===== config.mk =====
export PLATFORM = sky130hd
export DESIGN_NAME = decode_stage
export DESIGN_NICKNAME = d
export VERILOG_FILES = /design/src/rtl/mips_pkg.sv /design/src/rtl/instr_decoder.sv /design/src/rtl/decode_stage.sv
export SDC_FILE = /design/constraint.sdc
export NUM_CORES = 1
export LEC_CHECK = 0
export CAP_MARGIN = 30
export CORE_MARGIN = 10
export CORE_UTILIZATION = 50
export CTS_CLUSTER_SIZE = 16
export DETAILED_ROUTE_END_ITERATION = 8
export DONT_BUFFER_PORTS = 1
export PLACE_DENSITY = 0.71
export SLEW_MARGIN = 20
export SYNTH_ARGS = -nofsm -noshare
export SYNTH_HDL_FRONTEND = slang
export SYNTH_SLANG_ARGS = --single-unit

===== constraint.sdc =====
create_clock -name clock -period 2.2 [get_ports clock]
set_input_delay 0.22 -clock clock [delete_from_list [all_inputs] [get_ports clock]]
set_output_delay 0.22 -clock clock [all_outputs]
set_load 0.02 [all_outputs]

===== src/rtl/mips_pkg.sv =====
`default_nettype none
// ============================================================================
// Module      : mips_pkg
// Description : Shared constants, instruction field positions, opcode enum
//               and the decoded-instruction record for the decode stage.
// Revision    : 1.0 - initial release
// ============================================================================
package mips_pkg;

  localparam int DATA_W   = 24;
  localparam int REG_AW   = 2;
  localparam int NUM_REGS = 1 << REG_AW;

  // Instruction field positions
  localparam int OPC_MSB = 23;
  localparam int OPC_LSB = 20;
  localparam int RD_MSB  = 19;
  localparam int RD_LSB  = 18;
  localparam int RS_MSB  = 17;
  localparam int RS_LSB  = 16;
  localparam int RT_MSB  = 15;
  localparam int RT_LSB  = 14;
  localparam int IMM_MSB = 13;
  localparam int IMM_W   = 14;
  localparam int JT_MSB  = 17;
  localparam int JT_W    = 18;

  typedef enum logic [3:0] {
    OP_ADD  = 4'h0,
    OP_SUB  = 4'h1,
    OP_AND  = 4'h2,
    OP_OR   = 4'h3,
    OP_ADDI = 4'h4,
    OP_LW   = 4'h5,
    OP_SW   = 4'h6,
    OP_BEQ  = 4'h7,
    OP_J    = 4'h8,
    OP_NOP  = 4'hF
  } opcode_e;

  typedef struct packed {
    logic [REG_AW-1:0] rs;
    logic [REG_AW-1:0] rt;
    logic [REG_AW-1:0] rd;
    logic [3:0]        alu_op;
    logic [DATA_W-1:0] imm;
    logic              uses_rs;
    logic              uses_rt;
    logic              reg_write;
    logic              mem_read;
    logic              mem_write;
    logic              branch;
    logic              jump;
    logic              illegal;
  } decode_t;

  function automatic logic [NUM_REGS-1:0] onehot(input logic [REG_AW-1:0] idx);
    return NUM_REGS'(1) << idx;
  endfunction

endpackage
`default_nettype wire


===== src/rtl/instr_decoder.sv =====
`default_nettype none
// ============================================================================
// Module      : instr_decoder
// Description : Purely combinational split of a 24-bit instruction into
//               register indices, control flags and extended immediate.
// Ports       : instr (in, 24)  instruction word
//               dec   (out)     decoded record (decode_t)
// Revision    : 1.0 - initial release
// ============================================================================
module instr_decoder
  import mips_pkg::*;
(
  input  logic [DATA_W-1:0] instr,
  output decode_t           dec
);

  always_comb begin
    dec        = '0;
    dec.rd     = instr[RD_MSB:RD_LSB];
    dec.rs     = instr[RS_MSB:RS_LSB];
    dec.rt     = instr[RT_MSB:RT_LSB];
    dec.alu_op = instr[OPC_MSB:OPC_LSB];
    dec.imm    = {{(DATA_W-IMM_W){instr[IMM_MSB]}}, instr[IMM_MSB:0]};

    case (opcode_e'(instr[OPC_MSB:OPC_LSB]))
      OP_ADD, OP_SUB, OP_AND, OP_OR: begin
        dec.uses_rs   = 1'b1;
        dec.uses_rt   = 1'b1;
        dec.reg_write = 1'b1;
      end
      OP_ADDI: begin
        dec.uses_rs   = 1'b1;
        dec.reg_write = 1'b1;
      end
      OP_LW: begin
        dec.uses_rs   = 1'b1;
        dec.reg_write = 1'b1;
        dec.mem_read  = 1'b1;
      end
      OP_SW: begin
        dec.uses_rs   = 1'b1;
        dec.uses_rt   = 1'b1;
        dec.mem_write = 1'b1;
      end
      OP_BEQ: begin
        dec.uses_rs = 1'b1;
        dec.uses_rt = 1'b1;
        dec.branch  = 1'b1;
      end
      OP_J: begin
        // Jump target is the low 18 bits, zero-extended.
        dec.jump = 1'b1;
        dec.imm  = {{(DATA_W-JT_W){1'b0}}, instr[JT_MSB:0]};
      end
      OP_NOP: begin
      end
      default: begin
        // Unassigned opcodes behave as NOP but are flagged.
        dec.illegal = 1'b1;
      end
    endcase
  end

endmodule
`default_nettype wire


===== src/rtl/decode_stage.sv =====
`default_nettype none
// ============================================================================
// Module      : decode_stage
// Description : Decode/issue stage feeding regFile. Valid/ready input
//               handshake, single output pipeline register and a 4-entry
//               scoreboard of pending register writes that stalls issue on
//               RAW/WAW hazards until writeback retires the producer.
// Config      : DECODE_WB_BYPASS_EN - when defined, a write retiring this
//               cycle (wb_valid/wb_reg) does not stall its consumer.
// Ports       : clock, reset_n (async, active low)
//               in_valid/in_ready/in_instr     upstream handshake
//               out_valid/out_ready            downstream handshake
//               read_reg_1/2, write_reg        register indices
//               reg_write, alu_op, imm         execute controls
//               mem_read, mem_write, branch, jump, illegal  flags
//               wb_valid/wb_reg                writeback retirement
//               flush                          discard output register
// Revision    : 1.0 - initial release
// ============================================================================
module decode_stage
  import mips_pkg::*;
(
  input  logic              clock,
  input  logic              reset_n,
  input  logic              in_valid,
  output logic              in_ready,
  input  logic [DATA_W-1:0] in_instr,
  output logic              out_valid,
  input  logic              out_ready,
  output logic [REG_AW-1:0] read_reg_1,
  output logic [REG_AW-1:0] read_reg_2,
  output logic [REG_AW-1:0] write_reg,
  output logic              reg_write,
  output logic [3:0]        alu_op,
  output logic [DATA_W-1:0] imm,
  output logic              mem_read,
  output logic              mem_write,
  output logic              branch,
  output logic              jump,
  output logic              illegal,
  input  logic              wb_valid,
  input  logic [REG_AW-1:0] wb_reg,
  input  logic              flush
);

  decode_t             w_dec;
  logic [NUM_REGS-1:0] r_pending;
  logic [NUM_REGS-1:0] w_pending_eff;
  logic [NUM_REGS-1:0] w_pending_nxt;
  logic                w_hazard;
  logic                w_transfer;

  logic                r_valid;
  logic [REG_AW-1:0]   r_rs;
  logic [REG_AW-1:0]   r_rt;
  logic [REG_AW-1:0]   r_rd;
  logic                r_reg_write;
  logic [3:0]          r_alu_op;
  logic [DATA_W-1:0]   r_imm;
  logic                r_mem_read;
  logic                r_mem_write;
  logic                r_branch;
  logic                r_jump;
  logic                r_illegal;

  instr_decoder u_instr_decoder (
    .instr (in_instr),
    .dec   (w_dec)
  );

`ifdef DECODE_WB_BYPASS_EN
  // A write retiring this cycle is already visible to the consumer.
  assign w_pending_eff = r_pending & ~({NUM_REGS{wb_valid}} & onehot(wb_reg));
`else
  assign w_pending_eff = r_pending;
`endif

  assign w_hazard = (w_dec.uses_rs   & w_pending_eff[w_dec.rs]) |
                    (w_dec.uses_rt   & w_pending_eff[w_dec.rt]) |
                    (w_dec.reg_write & w_pending_eff[w_dec.rd]);

  assign in_ready   = ~flush & ~w_hazard & (~r_valid | out_ready);
  assign w_transfer = in_valid & in_ready;

  // Scoreboard update order matters: clears first, then the issue set so
  // that a same-cycle set and clear of one bit leaves it set.
  always_comb begin
    w_pending_nxt = r_pending;
    if (wb_valid) begin
      w_pending_nxt = w_pending_nxt & ~onehot(wb_reg);
    end
    if (flush && r_valid && r_reg_write) begin
      w_pending_nxt = w_pending_nxt & ~onehot(r_rd);
    end
    if (w_transfer && w_dec.reg_write) begin
      w_pending_nxt = w_pending_nxt | onehot(w_dec.rd);
    end
  end

  always_ff @(posedge clock or negedge reset_n) begin
    if (!reset_n) begin
      r_pending   <= '0;
      r_valid     <= 1'b0;
      r_rs        <= '0;
      r_rt        <= '0;
      r_rd        <= '0;
      r_reg_write <= 1'b0;
      r_alu_op    <= '0;
      r_imm       <= '0;
      r_mem_read  <= 1'b0;
      r_mem_write <= 1'b0;
      r_branch    <= 1'b0;
      r_jump      <= 1'b0;
      r_illegal   <= 1'b0;
    end else begin
      r_pending <= w_pending_nxt;
      if (flush) begin
        r_valid <= 1'b0;
      end else if (w_transfer) begin
        r_valid     <= 1'b1;
        r_rs        <= w_dec.rs;
        r_rt        <= w_dec.rt;
        r_rd        <= w_dec.rd;
        r_reg_write <= w_dec.reg_write;
        r_alu_op    <= w_dec.alu_op;
        r_imm       <= w_dec.imm;
        r_mem_read  <= w_dec.mem_read;
        r_mem_write <= w_dec.mem_write;
        r_branch    <= w_dec.branch;
        r_jump      <= w_dec.jump;
        r_illegal   <= w_dec.illegal;
      end else if (r_valid && out_ready) begin
        r_valid <= 1'b0;
      end
    end
  end

  assign out_valid  = r_valid;
  assign read_reg_1 = r_rs;
  assign read_reg_2 = r_rt;
  assign write_reg  = r_rd;
  assign alu_op     = r_alu_op;
  assign imm        = r_imm;
  assign branch     = r_branch;
  assign jump       = r_jump;
  assign illegal    = r_illegal;
  // Side-effecting controls must never be seen without a valid instruction.
  assign reg_write  = r_valid & r_reg_write;
  assign mem_read   = r_valid & r_mem_read;
  assign mem_write  = r_valid & r_mem_write;

endmodule
`default_nettype wire

==> results.sh, run 1 <==
export IMPL_outcome="complete, no violations"
export IMPL_finalHoldViolCount=0
export IMPL_peakVddDrop_v=0.0004106
export IMPL_finalCritPeriodShare=0.9310
export IMPL_slew_headroom=0.7472
export IMPL_clock_path_buffers=2
export IMPL_grt_pass1_vias=1291
export IMPL_initial_core_util=0.5219
export IMPL_syn_num_nets=172
export IMPL_fin_crit_ns=2.048
export IMPL_core_rowCount=22
export IMPL_hp_class="input pin to flop"
export IMPL_htree_levels=2
export IMPL_fp_dieH_um=82.28
export IMPL_finish_utilization=0.5606
export IMPL_setup_ws_ns=0.1518
export IMPL_cap_violations=0
export IMPL_skew_ns=0.008274
export IMPL_cts_tree="done"
export IMPL_grt_first_pass_wirelength_mm=7.100
export IMPL_grt_usage=0.1367
export IMPL_place_hpwl_mm=3.335
export IMPL_drive_gt1_frac=0.3014
export IMPL_slowest_stage="mux4_2"
export IMPL_synth_area_mm2=0.001939
export IMPL_firstDrtPassIters=4
export IMPL_cts_made_buffers=5
export IMPL_wire_per_inst_um=22.54
export IMPL_cts_setup_buffers=0
export IMPL_synthCells=140
export IMPL_drt_iter0_drc=82
export IMPL_cts_sinks=40
export IMPL_gp_congestion=0.8169
export IMPL_diodes=0
export IMPL_rsz0062_at_grt="no"
export IMPL_final_net_count=177
export IMPL_die_w_um=82.28
export IMPL_largest_reg_flops=19
export IMPL_p_leak_uw=0.001005
export IMPL_setup_viol=0
export IMPL_endpoint_kind="output pin"
export IMPL_fmaxAchievable_ghz=0.4882
export IMPL_powerDensity_mw_per_mm2=1013
export IMPL_die_area_mm2=0.006770
export IMPL_grt_overflow_total=0
export IMPL_worstPathRequired_ns=1.98
export IMPL_place_area_mm2=0.001961
export IMPL_postSynthAreaPerCell_um2=13.85
export IMPL_r2r_setup_slack_ns=0.21
export IMPL_grt_max_degree=41
export IMPL_criticalPathCategory="flop to output pin"
export IMPL_syn_to_final_growth_pct=7.419
export IMPL_critPathArrivalTime_ns=1.83
export IMPL_port_buffer_count=0
export IMPL_wirelength_mm=4.373
export IMPL_pre_cts_slack_ns=0.2051
export IMPL_antenna_found_initial=0
export IMPL_final_area_mm2=0.002083
export IMPL_slowest_delay_ns=0.50
export IMPL_cp_max_fo=4
export IMPL_drc=0
export IMPL_drtAntennaViolNets=0
export IMPL_clockRootBuffer="clkbuf_8"
export IMPL_worstPathCellList="mux4_2 > a311oi_4 > o211a_1"
export IMPL_io_pins=74
export IMPL_critPathLaunchType="flop"
export IMPL_ys_seq_area_frac=0.5161
export IMPL_vias=1137
export IMPL_ys_ff_latch=40
export IMPL_tightestPinTransition_ns=0.3784
export IMPL_post_drt_via_cell_ratio=5.861
export IMPL_setup_tns_ns=0
export IMPL_drv_slew=0
export IMPL_core_mm2=0.003716
export IMPL_cts_resized=0
export IMPL_clk_pin_slew_ns=0.08
export IMPL_yosysWarningCount=0
export IMPL_clock_latency_ns=0.29
export IMPL_yosysUniqueCellTypes=32
[repair_timing]
action / 4_1_cts / 5_1_grt
hold buffers: 2 / 0
endpoints found under the setup margin: 0 / 0
hold endpoints to repair: 40 / 0
[cell type report]
type | instances | area (um^2)
fill | 302 | 1633
sequential | 40 | 1001
multi-input combinational | 83 | 828.3
clock buffer | 6 | 82.58
timing repair buffer | 8 | 75.07
tap | 48 | 60.06
inverter | 7 | 26.28
clock inverter | 2 | 10.01
[Yosys cell counts]
master	number	area share
a21bo_2	1	0.0052
a21oi_1	5	0.013
a22o_1	2	0.0090
a311oi_4	1	0.014
a32o_1	1	0.0052
and2_1	3	0.0097
and3_1	2	0.0065
and4b_1	1	0.0052
buf_2	1	0.0026
buf_4	6	0.023
buf_6	3	0.017
dfrtp_1	40	0.52
inv_1	7	0.014
mux2_1	4	0.023
mux2_2	2	0.012
mux2_4	21	0.16
mux2i_1	6	0.031
mux4_2	2	0.023
nand2_1	6	0.012
nand2b_1	3	0.0097
nand3_1	2	0.0052
nor2_1	1	0.0019
nor2b_1	2	0.0065
nor3_1	3	0.0077
nor3b_2	1	0.0065
nor4b_1	1	0.0045
nor4bb_1	2	0.010
o211a_1	1	0.0052
o21ai_0	5	0.013
o21ai_4	1	0.0084
o221ai_1	2	0.0090
o32ai_1	2	0.0090
[per-stage QoR]
step                total power, uW  cells  hold WS (ns)
CTS                            2142    194       0.04003
global placement               1590    184      -0.07441
floorplan                      1550    140      -0.07559
finish                         2110    194       0.05103
global route                   2237    194       0.04047
detailed placement             1617    184      -0.07427
[logic make-up (layout without fill, tap and decap cells)]
| logic type | Yosys count | in the layout | share of synthesized area |
|---|---|---|---|
| compound gates | 21 | 21 | 0.09033 |
| mux | 35 | 35 | 0.2516 |
| simple gates | 27 | 27 | 0.08516 |
| flops | 40 | 40 | 0.5161 |
| buf+inv | 17 | 23 | 0.05677 |
[routing by layer]
metal / global-route usage / share of wire
met5: 0 / 0
met1: 0.1494 / 0.38
met2: 0.2185 / 0.49
met4: 0.05782 / 0.020
met3: 0.07127 / 0.12
[cells in the final DEF, fill, tap and decap left out]
cell / netlist / layout
nor4bb_1: 2 / 2
mux2i_1: 6 / 6
a22o_1: 2 / 2
clkinv_2: 0 / 2
nor2_1: 1 / 1
nor3_1: 3 / 3
o21ai_0: 5 / 5
a32o_1: 1 / 1
o32ai_1: 2 / 2
clkbuf_8: 0 / 6
and2_1: 3 / 3
and4b_1: 1 / 1
nor4b_1: 1 / 1
nand3_1: 2 / 2
nand2b_1: 3 / 3
and3_1: 2 / 2
dfrtp_1: 40 / 40
o211a_1: 1 / 1
o21ai_4: 1 / 1
mux4_2: 2 / 2
buf_12: 0 / 1
buf_4: 6 / 6
o221ai_1: 2 / 2
mux2_2: 2 / 2
mux2_4: 21 / 21
dlygate4sd3_1: 0 / 1
inv_1: 7 / 7
a21bo_2: 1 / 1
mux2_1: 4 / 4
a21oi_1: 5 / 5
nor3b_2: 1 / 1
nand2_1: 6 / 6
nor2b_1: 2 / 2
a311oi_4: 1 / 1
[path summary, 6_finish.rpt]
check                             startpoint       endpoint  depth (start not counted)
worst max-delay path            r_pending[3]       in_ready                          3
worst min-delay path            in_instr[19]   r_pending[1]                          1
worst max register to register  r_pending[3]        imm[11]                          5
min in group asynchronous            reset_n  read_reg_2[1]                          2
worst min register to register   r_reg_write    r_reg_write                          1
max in group asynchronous            reset_n  read_reg_1[0]                          2
[worst max-delay path, delay by kind of cell (launching register included)]
family | cells | cell delay (ns)
mux | 1 | 0.50
compound gates | 2 | 0.63
flops | 1 | 0.41
[where the power goes]
group	total (uW)	internal, uW	switching [uW]	leakage [uW]
sequential	1200	894	306	0.000487
combinational	409	223	186	0.000467
clock	500	250	250	0.0000510
total	2110	1370	743	0.00100
Note: power is estimated with default switching activity, not from simulation.
==> run 2, diff against run 1 <==
--- a/config.mk
+++ b/config.mk
@@ -14,2 +14,3 @@
 export PLACE_DENSITY = 0.71
+export RECOVER_POWER = 50
 export SLEW_MARGIN = 20
==> constraint.sdc (replaced) <==
create_clock -name clock -period 2.2 [get_ports clock]
set_input_delay 0.33 -clock clock [delete_from_list [all_inputs] [get_ports clock]]
set_output_delay 0.33 -clock clock [all_outputs]
set_load 0.02 [all_outputs]
==> run 2 against run 1 <==
Fmax shrank 6.0%; clock-buffer cell count up 2; critical path type unchanged; setup slack worse by 0.13 ns; critical endpoint unchanged; die area did not move; final area increased by 0.12%; total power decreased by 0.49%; combinational power up 1%; sequential share of layout area is 0.058 points lower; critical path depth is 1 higher.
==> results.sh, run 2 (synthesized netlist as in run 1, its figures left out) <==
export IMPL_outcome="complete, no violations"
export IMPL_critPathLaunchType="flop"
export IMPL_fin_crit_ns=2.179
export IMPL_powerDensity_mw_per_mm2=1007
export IMPL_initial_core_util=0.5219
export IMPL_vias=1107
export IMPL_syn_to_final_growth_pct=7.548
export IMPL_grt_usage=0.1268
export IMPL_die_area_mm2=0.006770
export IMPL_port_buffer_count=0
export IMPL_grt_pass1_vias=1240
export IMPL_core_mm2=0.003716
export IMPL_drc=0
export IMPL_final_cells=194
export IMPL_finalHoldViolCount=0
export IMPL_cap_violations=0
export IMPL_grt_max_degree=41
export IMPL_p_total_uw=2100
export IMPL_die_w_um=82.28
export IMPL_peakVddDrop_v=0.0003114
export IMPL_clock_latency_ns=0.28
export IMPL_p_leak_uw=0.0009961
export IMPL_drtAntennaViolNets=0
export IMPL_clk_pin_slew_ns=0.07
export IMPL_drt_iter0_drc=78
export IMPL_post_drt_via_cell_ratio=5.706
export IMPL_cp_max_fo=4
export IMPL_dp_cells=184
export IMPL_wirelength_mm=4.149
export IMPL_io_pins=74
export IMPL_final_common_cell="dfrtp_1"
export IMPL_worstPathRequired_ns=1.87
export IMPL_fmaxAchievable_ghz=0.4590
export IMPL_endpoint_kind="output pin"
export IMPL_min_from="flush"
export IMPL_cts_setup_buffers=0
export IMPL_largest_reg_flops=19
export IMPL_criticalPathCategory="flop to output pin"
export IMPL_cp_startpoint="r_pending[3]"
export IMPL_clock_path_buffers=2
export IMPL_setup_viol=0
export IMPL_mostFrequentLayoutCells="40 x dfrtp_1, 21 x mux2_4, 7 x inv_1"
export IMPL_whs_ns=0.1469
export IMPL_drv_slew=0
export IMPL_core_rowCount=22
export IMPL_antenna_found_initial=0
export IMPL_rr_startpoint="r_pending[3]"
export IMPL_finalCritPeriodShare=0.9903
export IMPL_rsz0062_at_grt="yes"
export IMPL_skew_ns=0.003496
export IMPL_grt_first_pass_wirelength_mm=6.513
export IMPL_diodes=0
export IMPL_firstDrtPassIters=4
export IMPL_grt_overflow_total=0
export IMPL_fp_dieH_um=82.28
export IMPL_slew_headroom=0.3622
export IMPL_wire_per_inst_um=21.39
export IMPL_cts_made_buffers=5
export IMPL_cts_sinks=40
export IMPL_clockRootBuffer="clkbuf_8"
export IMPL_cts_tree="done"
export IMPL_critPathArrivalTime_ns=1.85
export IMPL_drive_gt1_frac=0.2945
export IMPL_tightestPinTransition_ns=0.9567
export IMPL_gp_congestion=0.8233
export IMPL_hp_class="input pin to flop"
export IMPL_htree_levels=2
export IMPL_place_hpwl_mm=3.125
export IMPL_final_net_count=177
==> run 2: worst max-delay path, stage by stage, from the launching register on <==
cell	delay [ns]
dfrtp_1	0.40
mux4_2	0.50
a311oi_4	0.28
buf_4	0.18
o211a_4	0.20
==> run 2: what timing repair did <==
item | 4_1_cts | 5_1_grt
setup endpoints to repair | 1 | 1
gates resized for setup | 1 | 0
hold buffers | 2 | 0
endpoints found under the hold margin | 40 | 0
==> run 2: layer usage <==
metal	part of all wire	up-vias	global-route usage
met5	0	-	0
met4	0.013	0	0.04252
met3	0.16	8	0.08963
met2	0.49	50	0.2022
met1	0.34	542	0.1292
li1	-	507	-
==> run 2: path summary, 6_finish.rpt <==
check | to | cells after the start | slack (ns)
setup / recovery | in_ready | 4 | 0.02
hold / removal | out_valid | 1 | 0.15
setup reg to reg | imm[9] | 5 | 0.16
hold reg to reg | r_reg_write | 1 | 0.48
max in group asynchronous | read_reg_2[0] | 2 | 0.87
min in group asynchronous | imm[2] | 2 | 0.74
==> run 2: per-stage QoR <==
stage                     setup WS (ns)  TNS [ns]  utilization  cell area (um^2)
after floorplan                  0.3118         0            -              1939
after global routing           -0.03655  -0.03655       0.5613              2086
after global placement           0.2063         0       0.5310              1973
after CTS                      0.004111         0       0.5653              2101
after detailed placement         0.1604         0       0.5310              1973
final                           0.02135         0       0.5613              2086
==> run 2: report_power, final <==
| part | total, uW | internal [uW] | switching, uW |
|---|---|---|---|
| Clock | 485 | 256 | 230 |
| Sequential | 1200 | 895 | 304 |
| Combinational | 415 | 230 | 186 |
==> run 2: final cells by class <==
| class | count | area, um^2 |
|---|---|---|
| clock buffer | 8 | 90.09 |
| multi-input combinational | 83 | 835.8 |
| tap | 48 | 60.06 |
| sequential | 40 | 1001 |
| timing repair buffer | 8 | 72.57 |
| fill | 301 | 1630 |
| inverter | 7 | 26.28 |
